--- src/rtl/gf2n_pkg.sv ---
// GF(2^N) helpers shared by the masked multiplier: field product, mask-pair indexing
// and the fresh-mask width for a given field width and share count.
package gf2n_pkg;

    localparam int MAX_N = 8;

    function automatic int nz(input int n, input int shares);
        return n * shares * (shares - 1) / 2;
    endfunction

    // Row-major index of the unordered share pair (i,j), i<j.
    function automatic int pair_idx(input int i, input int j, input int shares);
        return i * shares - (i * (i + 1)) / 2 + (j - i - 1);
    endfunction

    function automatic logic [MAX_N-1:0] gf2n_mul(input logic [MAX_N-1:0] a,
                                                  input logic [MAX_N-1:0] b,
                                                  input logic [MAX_N:0]   poly,
                                                  input int               n);
        logic [2*MAX_N-1:0] p;
        p = '0;
        for (int i = 0; i < MAX_N; i++) begin
            if (i < n && b[i]) p = p ^ ({{MAX_N{1'b0}}, a} << i);
        end
        for (int i = 2*MAX_N-2; i >= 0; i--) begin
            if (i >= n && i <= 2*n-2 && p[i])
                p = p ^ ({{(MAX_N-1){1'b0}}, poly} << (i - n));
        end
        return p[MAX_N-1:0];
    endfunction

endpackage

--- src/rtl/gf2n_mul.sv ---
// Combinational polynomial-basis GF(2^N) multiplier: carry-less product reduced mod POLY.
module gf2n_mul #(
    parameter int         N    = 2,
    parameter logic [N:0] POLY = 3'b111
) (
    input  logic [N-1:0] a,
    input  logic [N-1:0] b,
    output logic [N-1:0] p
);

    localparam int W = 2*N - 1;

    logic [W-1:0] prod;

    always_comb begin
        prod = '0;
        for (int i = 0; i < N; i++) begin
            if (b[i]) prod = prod ^ (W'(a) << i);
        end
        // Fold the high coefficients back down, top bit first.
        for (int i = W-1; i >= N; i--) begin
            if (prod[i]) prod = prod ^ (W'(POLY) << (i - N));
        end
        p = prod[N-1:0];
    end

endmodule

--- src/rtl/shared_mul_gf2n_hs.sv ---
// DOM-indep masked GF(2^N) multiplier with operand, fresh-mask and output handshakes.
// Stage 1 holds one register per (i,j) term; stage 2 compresses each domain into its output share.
module shared_mul_gf2n_hs
    import gf2n_pkg::*;
#(
    parameter int         N      = 2,
    parameter logic [N:0] POLY   = 3'b111,
    parameter int         SHARES = 2
) (
    input  logic                      clk,
    input  logic                      rst_n,
    input  logic                      in_valid,
    output logic                      in_ready,
    input  logic [N*SHARES-1:0]       x,
    input  logic [N*SHARES-1:0]       y,
    input  logic                      z_valid,
    output logic                      z_ready,
    input  logic [nz(N,SHARES)-1:0]   z,
    output logic                      out_valid,
    input  logic                      out_ready,
    output logic [N*SHARES-1:0]       q
);

    localparam int NT = SHARES * SHARES;

    logic              v1;
    logic              v2;
    logic              accept;
    logic              adv2;
    logic [N-1:0]      term_d [NT];
    logic [N-1:0]      term_q [NT];
    logic [N*SHARES-1:0] q_d;

    assign in_ready  = !v1 || !v2 || out_ready;
    // Masks are only consumed when an operand pair is actually taken, never during reset.
    assign accept    = in_valid && z_valid && in_ready && rst_n;
    assign z_ready   = accept;
    assign adv2      = v1 && (!v2 || out_ready);
    assign out_valid = v2;

    for (genvar gi = 0; gi < SHARES; gi++) begin : g_row
        for (genvar gj = 0; gj < SHARES; gj++) begin : g_col
            logic [N-1:0] prod;

            gf2n_mul #(.N(N), .POLY(POLY)) u_mul (
                .a (x[gi*N +: N]),
                .b (y[gj*N +: N]),
                .p (prod)
            );

            if (gi == gj) begin : g_inner
                assign term_d[gi*SHARES+gj] = prod;
            end else if (gi < gj) begin : g_upper
                assign term_d[gi*SHARES+gj] = prod ^ z[pair_idx(gi, gj, SHARES)*N +: N];
            end else begin : g_lower
                assign term_d[gi*SHARES+gj] = prod ^ z[pair_idx(gj, gi, SHARES)*N +: N];
            end
        end
    end

    always_comb begin
        q_d = '0;
        for (int i = 0; i < SHARES; i++) begin
            for (int j = 0; j < SHARES; j++) begin
                q_d[i*N +: N] = q_d[i*N +: N] ^ term_q[i*SHARES+j];
            end
        end
    end

    always_ff @(posedge clk or negedge rst_n) begin
        if (!rst_n) begin
            v1 <= 1'b0;
            v2 <= 1'b0;
            q  <= '0;
            for (int k = 0; k < NT; k++) term_q[k] <= '0;
        end else begin
            if (accept)     v1 <= 1'b1;
            else if (adv2)  v1 <= 1'b0;

            if (adv2)           v2 <= 1'b1;
            else if (out_ready) v2 <= 1'b0;

            if (accept) begin
                for (int k = 0; k < NT; k++) term_q[k] <= term_d[k];
            end
            if (adv2) q <= q_d;
        end
    end

endmodule

--- config.mk ---
export PLATFORM = sky130hd
export DESIGN_NAME = shared_mul_gf2n_hs
export DESIGN_NICKNAME = d
export VERILOG_FILES = /design/src/rtl/gf2n_pkg.sv /design/src/rtl/gf2n_mul.sv /design/src/rtl/shared_mul_gf2n_hs.sv
export SDC_FILE = /design/constraint.sdc
export NUM_CORES = 1
export LEC_CHECK = 0
export CAP_MARGIN = 20
export CORE_MARGIN = 2
export CORE_UTILIZATION = 40
export CTS_CLUSTER_SIZE = 20
export DETAILED_ROUTE_END_ITERATION = 10
export PLACE_DENSITY = 0.71
export SLEW_MARGIN = 20
export SYNTH_ARGS = -nofsm -noshare
export SYNTH_HDL_FRONTEND = slang
export SYNTH_SLANG_ARGS = --single-unit
--- constraint.sdc ---
create_clock -name clk -period 1.3 [get_ports clk]
set_input_delay 0.26 -clock clk [delete_from_list [all_inputs] [get_ports clk]]
set_output_delay 0.26 -clock clk [all_outputs]
set_load 0.02 [all_outputs]
==> impl_results.html, run 1 <==
<table>
<tr><th>Metric</th><th>Value</th></tr>
<tr><th colspan="2">Worst setup path</th></tr>
<tr><td>Required time of the critical path</td><td>1040 ps</td></tr>
<tr><td>Critical Path Sink Type</td><td>output port</td></tr>
<tr><td>Worst setup path class</td><td>register to output port</td></tr>
<tr><td>Top fanout value on the critical path</td><td>3</td></tr>
<tr><td>Worst Path Arrival</td><td>1190 ps</td></tr>
<tr><td>Nature of the critical path startpoint</td><td>register</td></tr>
<tr><th colspan="2">Logic synthesis</th></tr>
<tr><td>Post-synth top area share</td><td>43.61%</td></tr>
<tr><td>Post-synth net total</td><td>99</td></tr>
<tr><td>Post-synth top cells</td><td>sky130_fd_sc_hd__nand2_1, sky130_fd_sc_hd__dfrtp_1, sky130_fd_sc_hd__xnor2_1, sky130_fd_sc_hd__nor2_1, sky130_fd_sc_hd__o21ai_0</td></tr>
<tr><td>Most common cell in the synthesized netlist</td><td>sky130_fd_sc_hd__nand2_1</td></tr>
<tr><td>Fraction of the yosys area taken by sequential cells</td><td>43.61%</td></tr>
<tr><td>Register bit count reported by yosys</td><td>14</td></tr>
<tr><td>Post-synth design cell area</td><td>803.3 um^2</td></tr>
<tr><td>Count of different cell masters after synthesis</td><td>23</td></tr>
<tr><td>Library cell occupying the most area in the post-synthesis netlist</td><td>sky130_fd_sc_hd__dfrtp_1</td></tr>
<tr><td>Synth top area cells</td><td>sky130_fd_sc_hd__dfrtp_1, sky130_fd_sc_hd__xnor2_1, sky130_fd_sc_hd__nand2_1</td></tr>
<tr><td>Share of flip-flops with an asynchronous set or reset</td><td>100.0%</td></tr>
<tr><td>Syn avg cell area</td><td>9.563 um^2</td></tr>
<tr><td>Yosys warning count</td><td>0</td></tr>
<tr><td>Leading register cell type out of synthesis</td><td>sky130_fd_sc_hd__dfrtp_1</td></tr>
<tr><td>Number of synthesized flops with an enable pin</td><td>0</td></tr>
<tr><td>Cells after synthesis</td><td>84</td></tr>
<tr><th colspan="2">Power and ir drop</th></tr>
<tr><td>Worst vdd rail ir drop</td><td>525.0 uV</td></tr>
<tr><td>Power density cells</td><td>1062 mW/mm^2</td></tr>
<tr><td>Leak</td><td>0.6126 nW</td></tr>
<tr><td>Final total power</td><td>1.394 mW</td></tr>
<tr><th colspan="2">Hold path</th></tr>
<tr><td>Class of the worst hold path</td><td>input pin to async pin</td></tr>
<tr><th colspan="2">Clock network</th></tr>
<tr><td>Clock latency of the later-clocked register in the worst-skew pair</td><td>270 ps</td></tr>
<tr><td>Num Clock Sinks</td><td>14</td></tr>
<tr><td>CTS Hold Bufs</td><td>0</td></tr>
<tr><td>TritonCTS clock tree</td><td>done</td></tr>
<tr><td>Number of buffers created by CTS</td><td>3</td></tr>
<tr><td>H-tree depth</td><td>1</td></tr>
<tr><td>Clock transition at the registers of the reported paths</td><td>90 ps</td></tr>
<tr><td>Maximum clock insertion buffer count</td><td>2</td></tr>
<tr><td>Buffer cell driving the clock tree root</td><td>sky130_fd_sc_hd__clkbuf_4</td></tr>
<tr><th colspan="2">Finish</th></tr>
<tr><td>Diode count</td><td>0</td></tr>
<tr><td>Area used by multi-input combinational logic</td><td>513.0 um^2</td></tr>
<tr><td>Nets</td><td>146</td></tr>
<tr><td>Register area</td><td>351.6 um^2</td></tr>
<tr><td>Fill cells</td><td>156</td></tr>
<tr><td>Synthesis-to-finish area growth</td><td>63.40%</td></tr>
<tr><td>Ratio of cells with drive above 1 in the final layout</td><td>40.00%</td></tr>
<tr><td>End-of-flow core utilization</td><td>68.29%</td></tr>
<tr><th colspan="2">Route</th></tr>
<tr><td>Iteration-0 DRC count of the detailed router</td><td>7</td></tr>
<tr><td>Residual antenna-violating net count after detailed routing</td><td>0</td></tr>
<tr><td>Total length of routed wires</td><td>1845 um</td></tr>
<tr><td>Number of search-and-repair iterations in the first detailed-routing pass</td><td>3</td></tr>
<tr><td>Number of vias in the routed layout</td><td>761</td></tr>
<tr><td>Drt via density</td><td>4.847</td></tr>
<tr><td>WL per Instance</td><td>11.75 um</td></tr>
<tr><td>Number of DRC violations after detailed routing</td><td>0</td></tr>
<tr><th colspan="2">Floorplan</th></tr>
<tr><td>Ports placed on the boundary</td><td>22</td></tr>
<tr><td>Die Span X</td><td>48.81 um</td></tr>
<tr><td>Height of the die</td><td>48.81 um</td></tr>
<tr><td>Initial cell density of the core</td><td>41.80%</td></tr>
<tr><td>Floorplan Core Area</td><td>0.001922 mm^2</td></tr>
<tr><td>Area of the die</td><td>0.002382 mm^2</td></tr>
<tr><td>Placement Rows</td><td>16</td></tr>
<tr><th colspan="2">Placed design</th></tr>
<tr><td>Detailed-placement wirelength estimate</td><td>1364 um</td></tr>
<tr><td>Gpl congestion</td><td>0.6746</td></tr>
<tr><td>Count of buffers from port buffering</td><td>21</td></tr>
<tr><th colspan="2">GRT</th></tr>
<tr><td>Via count of the first global-routing pass</td><td>737</td></tr>
<tr><td>GR Util All Layers</td><td>16.54%</td></tr>
<tr><td>Overflow left after global routing</td><td>0</td></tr>
<tr><td>Largest net degree at the start of global routing</td><td>15</td></tr>
<tr><td>Global-route wire length before repair</td><td>3077 um</td></tr>
<tr><td>Initial antenna violation count</td><td>0</td></tr>
<tr><th colspan="2">STA</th></tr>
<tr><td>Setup skew after layout</td><td>9.374 ps</td></tr>
<tr><td>Final Hold Slack</td><td>94.64 ps</td></tr>
<tr><td>Setup repair after global routing missed its margin</td><td>true</td></tr>
<tr><td>Worst-Margin Slew</td><td>285.1 ps</td></tr>
<tr><td>Fmax achieved</td><td>691.4 MHz</td></tr>
<tr><td>Final min period</td><td>1446 ps</td></tr>
<tr><td>Crit share post-route</td><td>111.3%</td></tr>
<tr><td>Finish-stage setup viols</td><td>6</td></tr>
<tr><td>Fin. max-slew vios</td><td>0</td></tr>
<tr><td>Slew Limit Headroom</td><td>80.74%</td></tr>
<tr><td>Final-report hold violation count</td><td>0</td></tr>
<tr><td>Fin worst setup slack</td><td>-146.3 ps</td></tr>
<tr><th colspan="2">Flow run</th></tr>
<tr><td>Number of max-cap violations</td><td>0</td></tr>
<tr><th colspan="2">Run status</th></tr>
<tr><td>Violations in the final reports</td><td>negative setup slack</td></tr>
<tr><td>Run status</td><td>finished, violations left</td></tr>
</table>
==> kinds of logic after synthesis <==
logic type      synth area share [%]
xor+xnor                       11.99
compound gates                 10.90
buf+inv                        1.557
simple gates                   21.18
flops                          43.61
mux                            10.75
==> registers in the layout, indices dropped and copies added, names as in the netlist <==
register,flops
term_q,8
v1,1
out_valid,1
q,4
==> power breakdown <==
part           switching, mW  total (mW)  leakage [nW]  internal, mW
registers             0.0744       0.620         0.168         0.546
logic                  0.237       0.525         0.430         0.287
clock network          0.130       0.249        0.0150         0.119
total                  0.442        1.39         0.613         0.951
==> worst paths after layout <==
kind / startpoint / to / slack (ps) / depth (start not counted)
worst min register to register: q[0] / q[0] / 480 / 2
worst max-delay path: out_valid / z_ready / -150 / 3
worst min-delay path: rst_n / v1 / 90 / 2
worst max register to register: out_valid / term_q[3] / -90 / 5
min in group clk: out_ready / out_valid / 440 / 3
max in group asynchronous: rst_n / out_valid / 1030 / 2
==> per-stage QoR <==
stage / instance area [um^2] / std cells / setup TNS, ps / setup WS, ps
finish: 1313 / 157 / -427.4 / -146.3
global route: 1313 / 157 / -930.6 / -209.3
CTS: 1267 / 157 / -437.0 / -151.2
detailed placement: 1197 / 150 / -4350 / -675.4
global placement: 1197 / 150 / -4201 / -685.7
floorplan: 818.3 / 84 / -177.3 / -39.14
==> final cells by class <==
cell class	instances	area share, %
tap	27	2.574
sequential	14	26.79
multi-input combinational	67	39.08
timing repair buffer	43	28.98
inverter	2	0.5720
clock buffer	4	2.002
==> critical path, cell delays in order (launching register included) <==
cell                      delay (ps)
sky130_fd_sc_hd__dfrtp_2         410
sky130_fd_sc_hd__and3b_2         240
sky130_fd_sc_hd__nor2_4          130
sky130_fd_sc_hd__buf_6           130
==> layout by cell type, fill, tap and decap left out, types with 2 or more instances in the layout <==
cell	count
sky130_fd_sc_hd__clkbuf_4	3
sky130_fd_sc_hd__clkdlybuf4s50_1	6
sky130_fd_sc_hd__nor2_4	3
sky130_fd_sc_hd__nand2b_1	2
sky130_fd_sc_hd__nor2b_1	2
sky130_fd_sc_hd__buf_6	5
sky130_fd_sc_hd__mux2_2	3
sky130_fd_sc_hd__buf_4	18
sky130_fd_sc_hd__nand2_1	17
sky130_fd_sc_hd__nand3_2	2
sky130_fd_sc_hd__xnor2_1	10
sky130_fd_sc_hd__mux2_4	4
sky130_fd_sc_hd__dlygate4sd2_1	11
sky130_fd_sc_hd__a21oi_2	3
sky130_fd_sc_hd__o21ai_0	6
sky130_fd_sc_hd__nor2_2	2
sky130_fd_sc_hd__dfrtp_1	13
==> per-layer routing <==
layer	up-vias	wire, um	global-route usage (%)
li1	381	-	-
met1	358	718	17.91
met2	20	1024	32.19
met3	2	89	3.374
met4	0	12	4.286
met5	-	0	0
==> repair_timing <==
item,CTS,global route
setup endpoints to repair,13,10
pin swaps,6,0
gates resized for setup,37,12
hold endpoints to repair,0,0
setup buffers,3,0
No activity file was read; power rests on OpenSTA's default activity.
==> inputs of run 2 (changes only) <==
--- a/config.mk
+++ b/config.mk
@@ -10,8 +10,9 @@
 export CORE_UTILIZATION = 40
 export CTS_CLUSTER_SIZE = 20
 export DETAILED_ROUTE_END_ITERATION = 10
-export PLACE_DENSITY = 0.71
+export PLACE_DENSITY = 0.7
 export SLEW_MARGIN = 20
 export SYNTH_ARGS = -nofsm -noshare
 export SYNTH_HDL_FRONTEND = slang
+export SYNTH_HIERARCHICAL = 1
 export SYNTH_SLANG_ARGS = --single-unit
==> run 2 against run 1 <==
  * The run still ends with negative setup slack left
  * Non-clock buffer count fell by 7
  * Die area rose by 7.2%
  * Setup slack improved by 100 ps
==> impl_results.html, run 2 <==
<table>
<tr><th>Metric</th><th>Value</th></tr>
<tr><th colspan="2">Run status</th></tr>
<tr><td>Run status</td><td>finished, violations left</td></tr>
<tr><td>Violations in the final reports</td><td>negative setup slack</td></tr>
<tr><th colspan="2">Floorplan</th></tr>
<tr><td>Placement Rows</td><td>16</td></tr>
<tr><td>Die Span X</td><td>50.53 um</td></tr>
<tr><td>Initial cell density of the core</td><td>43.25%</td></tr>
<tr><td>Area of the die</td><td>0.002553 mm^2</td></tr>
<tr><td>Floorplan Core Area</td><td>0.002002 mm^2</td></tr>
<tr><td>Ports placed on the boundary</td><td>22</td></tr>
<tr><td>Height of the die</td><td>50.53 um</td></tr>
<tr><th colspan="2">GRT</th></tr>
<tr><td>Global-route wire length before repair</td><td>2511 um</td></tr>
<tr><td>Via count of the first global-routing pass</td><td>625</td></tr>
<tr><td>Global route hottest layer</td><td>met2</td></tr>
<tr><td>GR Util All Layers</td><td>13.06%</td></tr>
<tr><td>Met2 GRT Util</td><td>25.88%</td></tr>
<tr><td>GR met1 Demand/Resource</td><td>13.42%</td></tr>
<tr><td>Overflow left after global routing</td><td>0</td></tr>
<tr><td>Met3 track demand over resource</td><td>0.8929%</td></tr>
<tr><td>Initial antenna violation count</td><td>0</td></tr>
<tr><td>Largest net degree at the start of global routing</td><td>15</td></tr>
<tr><th colspan="2">Logic synthesis</th></tr>
<tr><td>Post-synth net total</td><td>85</td></tr>
<tr><td>Cells after synthesis</td><td>70</td></tr>
<tr><td>Count of different cell masters after synthesis</td><td>12</td></tr>
<tr><td>Leading register cell type out of synthesis</td><td>sky130_fd_sc_hd__dfrtp_1</td></tr>
<tr><td>Post-synth top cells</td><td>sky130_fd_sc_hd__dfrtp_1, sky130_fd_sc_hd__nand2_1, sky130_fd_sc_hd__xor2_1, sky130_fd_sc_hd__mux2_4, sky130_fd_sc_hd__nor2b_4</td></tr>
<tr><td>Post-synth top area share</td><td>40.46%</td></tr>
<tr><td>Syn avg cell area</td><td>12.37 um^2</td></tr>
<tr><td>Yosys warning count</td><td>6</td></tr>
<tr><td>Library cell occupying the most area in the post-synthesis netlist</td><td>sky130_fd_sc_hd__dfrtp_1</td></tr>
<tr><td>Share of flip-flops with an asynchronous set or reset</td><td>100.0%</td></tr>
<tr><td>Number of synthesized flops with an enable pin</td><td>0</td></tr>
<tr><td>Fraction of the yosys area taken by sequential cells</td><td>40.46%</td></tr>
<tr><td>Register bit count reported by yosys</td><td>14</td></tr>
<tr><td>Synth top area cells</td><td>sky130_fd_sc_hd__dfrtp_1, sky130_fd_sc_hd__mux2_4, sky130_fd_sc_hd__xor2_1</td></tr>
<tr><td>Post-synth design cell area</td><td>865.8 um^2</td></tr>
<tr><th colspan="2">STA</th></tr>
<tr><td>Slew Limit Headroom</td><td>83.80%</td></tr>
<tr><td>Fin. max-slew vios</td><td>0</td></tr>
<tr><td>Crit share post-route</td><td>103.2%</td></tr>
<tr><td>Worst-Margin Slew</td><td>242.9 ps</td></tr>
<tr><td>Setup skew after layout</td><td>3.580 ps</td></tr>
<tr><td>Final-report hold violation count</td><td>0</td></tr>
<tr><td>Final min period</td><td>1342 ps</td></tr>
<tr><td>Fin worst setup slack</td><td>-41.97 ps</td></tr>
<tr><td>Fmax achieved</td><td>745.2 MHz</td></tr>
<tr><td>Setup repair after global routing missed its margin</td><td>true</td></tr>
<tr><td>Finish-stage setup viols</td><td>1</td></tr>
<tr><th colspan="2">Route</th></tr>
<tr><td>Residual antenna-violating net count after detailed routing</td><td>0</td></tr>
<tr><td>Number of search-and-repair iterations in the first detailed-routing pass</td><td>2</td></tr>
<tr><td>Total length of routed wires</td><td>1458 um</td></tr>
<tr><td>WL per Instance</td><td>10.72 um</td></tr>
<tr><td>Iteration-0 DRC count of the detailed router</td><td>1</td></tr>
<tr><td>Number of vias in the routed layout</td><td>610</td></tr>
<tr><td>Number of DRC violations after detailed routing</td><td>0</td></tr>
<tr><td>Drt via density</td><td>4.485</td></tr>
<tr><th colspan="2">Clock network</th></tr>
<tr><td>Maximum clock insertion buffer count</td><td>2</td></tr>
<tr><td>Num Clock Sinks</td><td>14</td></tr>
<tr><td>H-tree depth</td><td>1</td></tr>
<tr><td>Clock transition at the registers of the reported paths</td><td>80 ps</td></tr>
<tr><td>TritonCTS clock tree</td><td>done</td></tr>
<tr><td>Buffer cell driving the clock tree root</td><td>sky130_fd_sc_hd__clkbuf_4</td></tr>
<tr><td>Clock latency of the later-clocked register in the worst-skew pair</td><td>270 ps</td></tr>
<tr><td>Number of buffers created by CTS</td><td>3</td></tr>
<tr><th colspan="2">Placed design</th></tr>
<tr><td>Worst setup slack after placement</td><td>-602.1 ps</td></tr>
<tr><td>Cell Area, Placed</td><td>0.001205 mm^2</td></tr>
<tr><td>Gpl congestion</td><td>0.6500</td></tr>
<tr><td>Count of buffers from port buffering</td><td>21</td></tr>
<tr><td>Detailed-placement wirelength estimate</td><td>1203 um</td></tr>
<tr><th colspan="2">Power and ir drop</th></tr>
<tr><td>Fraction of power spent switching nets</td><td>29.50%</td></tr>
<tr><td>Final total power</td><td>1.508 mW</td></tr>
<tr><td>Net load switching power</td><td>0.4448 mW</td></tr>
<tr><td>Power density cells</td><td>1197 mW/mm^2</td></tr>
<tr><td>Relative contribution of combinational cells to total power</td><td>37.2%</td></tr>
<tr><td>Leak</td><td>0.6787 nW</td></tr>
<tr><td>Worst vdd rail ir drop</td><td>549.3 uV</td></tr>
<tr><td>Internal portion of total power</td><td>1.063 mW</td></tr>
<tr><td>Clock group share of total power</td><td>19.9%</td></tr>
<tr><td>Sequential share of power</td><td>42.9%</td></tr>
<tr><th colspan="2">Worst setup path</th></tr>
<tr><td>Reg-to-reg setup timing slack</td><td>30 ps</td></tr>
<tr><td>Cell depth of the worst flop-to-flop path</td><td>4</td></tr>
<tr><td>Reg-to-reg critical path endpoint</td><td>term_q[2]</td></tr>
<tr><td>Standard cell with the maximum stage delay on the critical path</td><td>sky130_fd_sc_hd__dfrtp_2</td></tr>
<tr><td>Cells traversed along the worst timing path</td><td>nand3b_4 -&gt; nor2b_4 -&gt; buf_6</td></tr>
<tr><td>Required time of the critical path</td><td>1040 ps</td></tr>
<tr><td>Beginning of the worst register-to-register path</td><td>out_valid</td></tr>
<tr><td>Buf/Inv on CP</td><td>1</td></tr>
<tr><td>Critical Path Sink Type</td><td>output port</td></tr>
<tr><td>Logic depth of the worst path, buffers included</td><td>3</td></tr>
<tr><td>Worst setup path class</td><td>register to output port</td></tr>
<tr><td>Delay contributed by the slowest stage of the critical path</td><td>430 ps</td></tr>
<tr><td>End point of the critical path</td><td>z_ready</td></tr>
<tr><td>Top fanout value on the critical path</td><td>2</td></tr>
<tr><td>Nature of the critical path startpoint</td><td>register</td></tr>
<tr><td>Worst Setup SP</td><td>out_valid</td></tr>
<tr><td>Cell family contributing the most delay on the critical path</td><td>flip-flops</td></tr>
<tr><td>Worst Path Arrival</td><td>1080 ps</td></tr>
<tr><th colspan="2">Hold path</th></tr>
<tr><td>Class of the worst hold path</td><td>input pin to async pin</td></tr>
<tr><th colspan="2">Finish</th></tr>
<tr><td>Fill cells</td><td>185</td></tr>
<tr><td>Synthesis-to-finish area growth</td><td>45.52%</td></tr>
<tr><td>Most flops, register</td><td>term_q</td></tr>
<tr><td>End-of-flow core utilization</td><td>62.94%</td></tr>
<tr><td>Flip-flop count of the largest register, all copies and words added</td><td>8</td></tr>
<tr><td>Diode count</td><td>0</td></tr>
<tr><td>Top library cells by usage in the layout, fill and taps aside</td><td>sky130_fd_sc_hd__nand2_1, sky130_fd_sc_hd__buf_4, sky130_fd_sc_hd__dfrtp_1</td></tr>
<tr><td>Area of all placed cells without fillers</td><td>0.001260 mm^2</td></tr>
<tr><td>Ratio of cells with drive above 1 in the final layout</td><td>39.45%</td></tr>
<tr><td>Biggest regs</td><td>term_q: 8 flops, q: 4 flops</td></tr>
<tr><td>Nets</td><td>125</td></tr>
<tr><th colspan="2">Flow run</th></tr>
<tr><td>Number of max-cap violations</td><td>0</td></tr>
</table>
[run 2: cell types whose count changed after synthesis, sizes merged, moves of 4 or more]
| cell | delta |
|---|---|
| nor2 | -6 |
| xor2 | +12 |
| mux2i | +4 |
| mux2 | +5 |
| xnor2 | -7 |
| o21ai | -6 |
[run 2: what timing repair did]
| item | 4_1_cts | 5_1_grt |
|---|---|---|
| gates resized for setup | 28 | 8 |
| hold endpoints to repair | 0 | 0 |
| setup endpoints to repair | 15 | 14 |
| pin swaps | 1 | 0 |
| hold buffers | 0 | 0 |
| buffers inserted | 1 | 0 |
[run 2: worst min-delay path by stage]
stage / endpoint
after global placement: q[3]
after CTS: q[3]
final: q[3]
after floorplan: out_valid
after detailed placement: q[2]
after global routing: q[3]
[run 2: routing by layer]
layer / up-vias / part of all wire, %
met4: 0 / 1.5
li1: 309 / -
met5: - / 0
met3: 2 / 4.3
met2: 18 / 54
met1: 281 / 40
[run 2: layout make-up]
cell class | instances | area [um^2] | share of cell area, %
clock buffer | 4 | 36.28 | 2.880
timing repair buffer | 36 | 326.6 | 25.92
sequential | 14 | 351.6 | 27.90
multi-input combinational | 55 | 511.7 | 40.62
tap | 27 | 33.78 | 2.681
[run 2: cell families (layout without fill, tap and decap cells)]
logic type                after synthesis  in the layout  share of synthesized area, %
buffers and inverters                   1             40                         1.300
and+or+nand+nor                        23             23                         18.35
muxes                                  16             16                         23.70
DFF                                    14             14                         40.46
xor gates and xnor gates               16             16                         16.18
[run 2: per-stage QoR]
stage / cells / hold slack, ps / setup TNS, ps
floorplan: 70 / -35.59 / -201.8
global placement: 131 / 488.4 / -4887
detailed placement: 131 / 492.3 / -5000
CTS: 136 / 78.44 / -96.02
global route: 136 / 111.8 / -112.6
finish: 136 / 101.5 / -41.97
[run 2: power by group through the flow]
stage	sequential, mW	combinational, mW	clock (mW)
after detailed placement	0.661	0.618	0
final	0.647	0.560	0.300
after floorplan	0.729	0.271	0
after global routing	0.671	0.606	0.327
after CTS	0.649	0.568	0.308
after global placement	0.655	0.609	0
==> inputs of run 3 (changes only) <==
--- a/config.mk
+++ b/config.mk
@@ -6,10 +6,11 @@
 export NUM_CORES = 1
 export LEC_CHECK = 0
 export CAP_MARGIN = 20
-export CORE_MARGIN = 2
 export CORE_UTILIZATION = 40
 export CTS_CLUSTER_SIZE = 20
 export DETAILED_ROUTE_END_ITERATION = 10
+export GPL_TIMING_DRIVEN = 0
+export HOLD_SLACK_MARGIN = 0.03
 export PLACE_DENSITY = 0.7
 export SLEW_MARGIN = 20
 export SYNTH_ARGS = -nofsm -noshare
==> run 3 against run 2 <==
  * Die area fell by 7.8%
  * The flow still finishes with violations (negative setup slack)
  * Final area shrank 8.8%
  * Sequential cell count unchanged
==> impl_results.html, run 3 (synthesis results as in run 2) <==
<table>
<tr><th>Metric</th><th>Value</th></tr>
<tr><th colspan="2">Placed design</th></tr>
<tr><td>Cell total after placement</td><td>118</td></tr>
<tr><td>Detailed-placement wirelength estimate</td><td>1029 um</td></tr>
<tr><td>Cell Area, Placed</td><td>0.001115 mm^2</td></tr>
<tr><td>Gpl congestion</td><td>0.6721</td></tr>
<tr><td>Worst setup slack after placement</td><td>-1359 ps</td></tr>
<tr><td>Count of buffers from port buffering</td><td>21</td></tr>
<tr><th colspan="2">Worst setup path</th></tr>
<tr><td>Beginning of the worst register-to-register path</td><td>out_valid</td></tr>
<tr><td>Delay contributed by the slowest stage of the critical path</td><td>440 ps</td></tr>
<tr><td>Cell family contributing the most delay on the critical path</td><td>flip-flops</td></tr>
<tr><td>Worst Path Arrival</td><td>1090 ps</td></tr>
<tr><td>Worst setup path class</td><td>register to output port</td></tr>
<tr><td>Logic depth of the worst path, buffers included</td><td>3</td></tr>
<tr><td>Required time of the critical path</td><td>1040 ps</td></tr>
<tr><td>Worst Setup SP</td><td>out_valid</td></tr>
<tr><td>Critical Path Sink Type</td><td>output port</td></tr>
<tr><td>Cell depth of the worst flop-to-flop path</td><td>4</td></tr>
<tr><td>Nature of the critical path startpoint</td><td>register</td></tr>
<tr><td>Cells traversed along the worst timing path</td><td>nand3b_4 -&gt; nor2b_4 -&gt; buf_6</td></tr>
<tr><td>Top fanout value on the critical path</td><td>3</td></tr>
<tr><td>Buf/Inv on CP</td><td>1</td></tr>
<tr><td>Standard cell with the maximum stage delay on the critical path</td><td>sky130_fd_sc_hd__dfrtp_2</td></tr>
<tr><th colspan="2">Finish</th></tr>
<tr><td>Ratio of cells with drive above 1 in the final layout</td><td>29.90%</td></tr>
<tr><td>Fill cells</td><td>180</td></tr>
<tr><td>Flip-flop count of the largest register, all copies and words added</td><td>8</td></tr>
<tr><td>Nets</td><td>113</td></tr>
<tr><td>End-of-flow core utilization</td><td>57.38%</td></tr>
<tr><td>Top library cells by usage in the layout, fill and taps aside</td><td>sky130_fd_sc_hd__nand2_1, sky130_fd_sc_hd__dfrtp_1, sky130_fd_sc_hd__xor2_1</td></tr>
<tr><td>Final non-filler cell total</td><td>124</td></tr>
<tr><td>Leading cell type in the layout, fill and taps excluded</td><td>sky130_fd_sc_hd__nand2_1</td></tr>
<tr><td>Biggest regs</td><td>term_q: 8 flops, q: 4 flops</td></tr>
<tr><td>Most flops, register</td><td>term_q</td></tr>
<tr><td>Area of all placed cells without fillers</td><td>0.001149 mm^2</td></tr>
<tr><td>Synthesis-to-finish area growth</td><td>32.66%</td></tr>
<tr><td>Diode count</td><td>0</td></tr>
<tr><th colspan="2">STA</th></tr>
<tr><td>Finish-stage setup viols</td><td>10</td></tr>
<tr><td>Final-report hold violation count</td><td>0</td></tr>
<tr><td>Setup repair after global routing missed its margin</td><td>true</td></tr>
<tr><td>Final Hold Slack</td><td>276.8 ps</td></tr>
<tr><td>Fin. max-slew vios</td><td>0</td></tr>
<tr><td>Crit share post-route</td><td>104.0%</td></tr>
<tr><td>Final min period</td><td>1353 ps</td></tr>
<tr><td>Fmax achieved</td><td>739.3 MHz</td></tr>
<tr><td>Fin worst setup slack</td><td>-52.60 ps</td></tr>
<tr><td>Setup skew after layout</td><td>2.331 ps</td></tr>
<tr><td>Worst-Margin Slew</td><td>614.6 ps</td></tr>
<tr><td>Sum of negative setup slack</td><td>-133.4 ps</td></tr>
<tr><td>Slew Limit Headroom</td><td>58.89%</td></tr>
<tr><th colspan="2">Route</th></tr>
<tr><td>Residual antenna-violating net count after detailed routing</td><td>0</td></tr>
<tr><td>Total length of routed wires</td><td>1281 um</td></tr>
<tr><td>Drt via density</td><td>4.508</td></tr>
<tr><td>Number of vias in the routed layout</td><td>559</td></tr>
<tr><td>Number of search-and-repair iterations in the first detailed-routing pass</td><td>3</td></tr>
<tr><td>Iteration-0 DRC count of the detailed router</td><td>2</td></tr>
<tr><td>WL per Instance</td><td>10.33 um</td></tr>
<tr><td>Number of DRC violations after detailed routing</td><td>0</td></tr>
<tr><th colspan="2">Floorplan</th></tr>
<tr><td>Floorplan Core Area</td><td>0.002002 mm^2</td></tr>
<tr><td>Placement Rows</td><td>16</td></tr>
<tr><td>Height of the die</td><td>48.53 um</td></tr>
<tr><td>Initial cell density of the core</td><td>43.25%</td></tr>
<tr><td>Ports placed on the boundary</td><td>22</td></tr>
<tr><td>Area of the die</td><td>0.002355 mm^2</td></tr>
<tr><td>Die Span X</td><td>48.53 um</td></tr>
<tr><th colspan="2">GRT</th></tr>
<tr><td>Via count of the first global-routing pass</td><td>567</td></tr>
<tr><td>Initial antenna violation count</td><td>0</td></tr>
<tr><td>Largest net degree at the start of global routing</td><td>15</td></tr>
<tr><td>Overflow left after global routing</td><td>0</td></tr>
<tr><td>GR Util All Layers</td><td>13.13%</td></tr>
<tr><td>Global-route wire length before repair</td><td>2325 um</td></tr>
<tr><th colspan="2">Clock network</th></tr>
<tr><td>Clock transition at the registers of the reported paths</td><td>80 ps</td></tr>
<tr><td>H-tree depth</td><td>1</td></tr>
<tr><td>Buffer cell driving the clock tree root</td><td>sky130_fd_sc_hd__clkbuf_4</td></tr>
<tr><td>Clock latency of the later-clocked register in the worst-skew pair</td><td>280 ps</td></tr>
<tr><td>Number of buffers created by CTS</td><td>3</td></tr>
<tr><td>TritonCTS clock tree</td><td>done</td></tr>
<tr><td>Num Clock Sinks</td><td>14</td></tr>
<tr><td>Maximum clock insertion buffer count</td><td>2</td></tr>
<tr><th colspan="2">Power and ir drop</th></tr>
<tr><td>Final total power</td><td>1.482 mW</td></tr>
<tr><td>Leak</td><td>0.5781 nW</td></tr>
<tr><td>Worst vdd rail ir drop</td><td>591.8 uV</td></tr>
<tr><td>Power density cells</td><td>1290 mW/mm^2</td></tr>
<tr><th colspan="2">Run status</th></tr>
<tr><td>Violations in the final reports</td><td>negative setup slack</td></tr>
<tr><td>Run status</td><td>finished, violations left</td></tr>
<tr><th colspan="2">Flow run</th></tr>
<tr><td>Number of max-cap violations</td><td>0</td></tr>
<tr><th colspan="2">Hold path</th></tr>
<tr><td>Worst Min Path Start</td><td>rst_n</td></tr>
<tr><td>Class of the worst hold path</td><td>input pin to register</td></tr>
<tr><td>Number of cells traversed by the worst hold path</td><td>3</td></tr>
</table>
-- run 3: worst paths after layout --
path,slack [ps],end
max in group asynchronous,320,out_valid
worst min-delay path,280,v1
min in group asynchronous,550,term_q[0]
worst max-delay path,-50,z_ready
worst max register to register,-10,term_q[7]
worst min register to register,510,q[0]
-- run 3: per-layer routing --
layer / part of all wire [%] / vias up / GRT usage [%]
met2: 50 / 20 / 22.30
met5: 0 / - / 0
met1: 44 / 251 / 15.31
li1: - / 284 / -
met3: 3.4 / 4 / 1.887
met4: 2.7 / 0 / 8.824
-- run 3: where the power goes --
| group | internal, mW | leakage (nW) | total (mW) | switching (mW) |
|---|---|---|---|---|
| combinational | 0.300 | 0.388 | 0.524 | 0.224 |
| sequential | 0.568 | 0.169 | 0.647 | 0.0792 |
| clock | 0.171 | 0.0210 | 0.310 | 0.140 |
-- run 3: what timing repair did --
action | in CTS | in global routing
endpoints found under the hold margin | 14 | 0
buffers inserted | 1 | 2
pin swaps | 1 | 0
endpoints found under the setup margin | 16 | 9
resized for setup | 31 | 2
hold buffers | 1 | 0
-- run 3: cell type report --
class                           count  area (um^2)  share of cell area (%)
Multi-Input combinational cell     55        509.2                   44.34
Sequential cell                    14        351.6                   30.61
Timing Repair Buffer               24        217.7                   18.95
Clock buffer                        4        36.28                   3.159
Tap cell                           27        33.78                   2.941
-- run 3: worst reg2reg max path, stage by stage, from the launching register on --
cell and delay, ps:
sky130_fd_sc_hd__dfrtp_2 440, sky130_fd_sc_hd__nand3b_4 90, sky130_fd_sc_hd__nor2b_4 160, sky130_fd_sc_hd__buf_4 200, sky130_fd_sc_hd__mux2_4 310
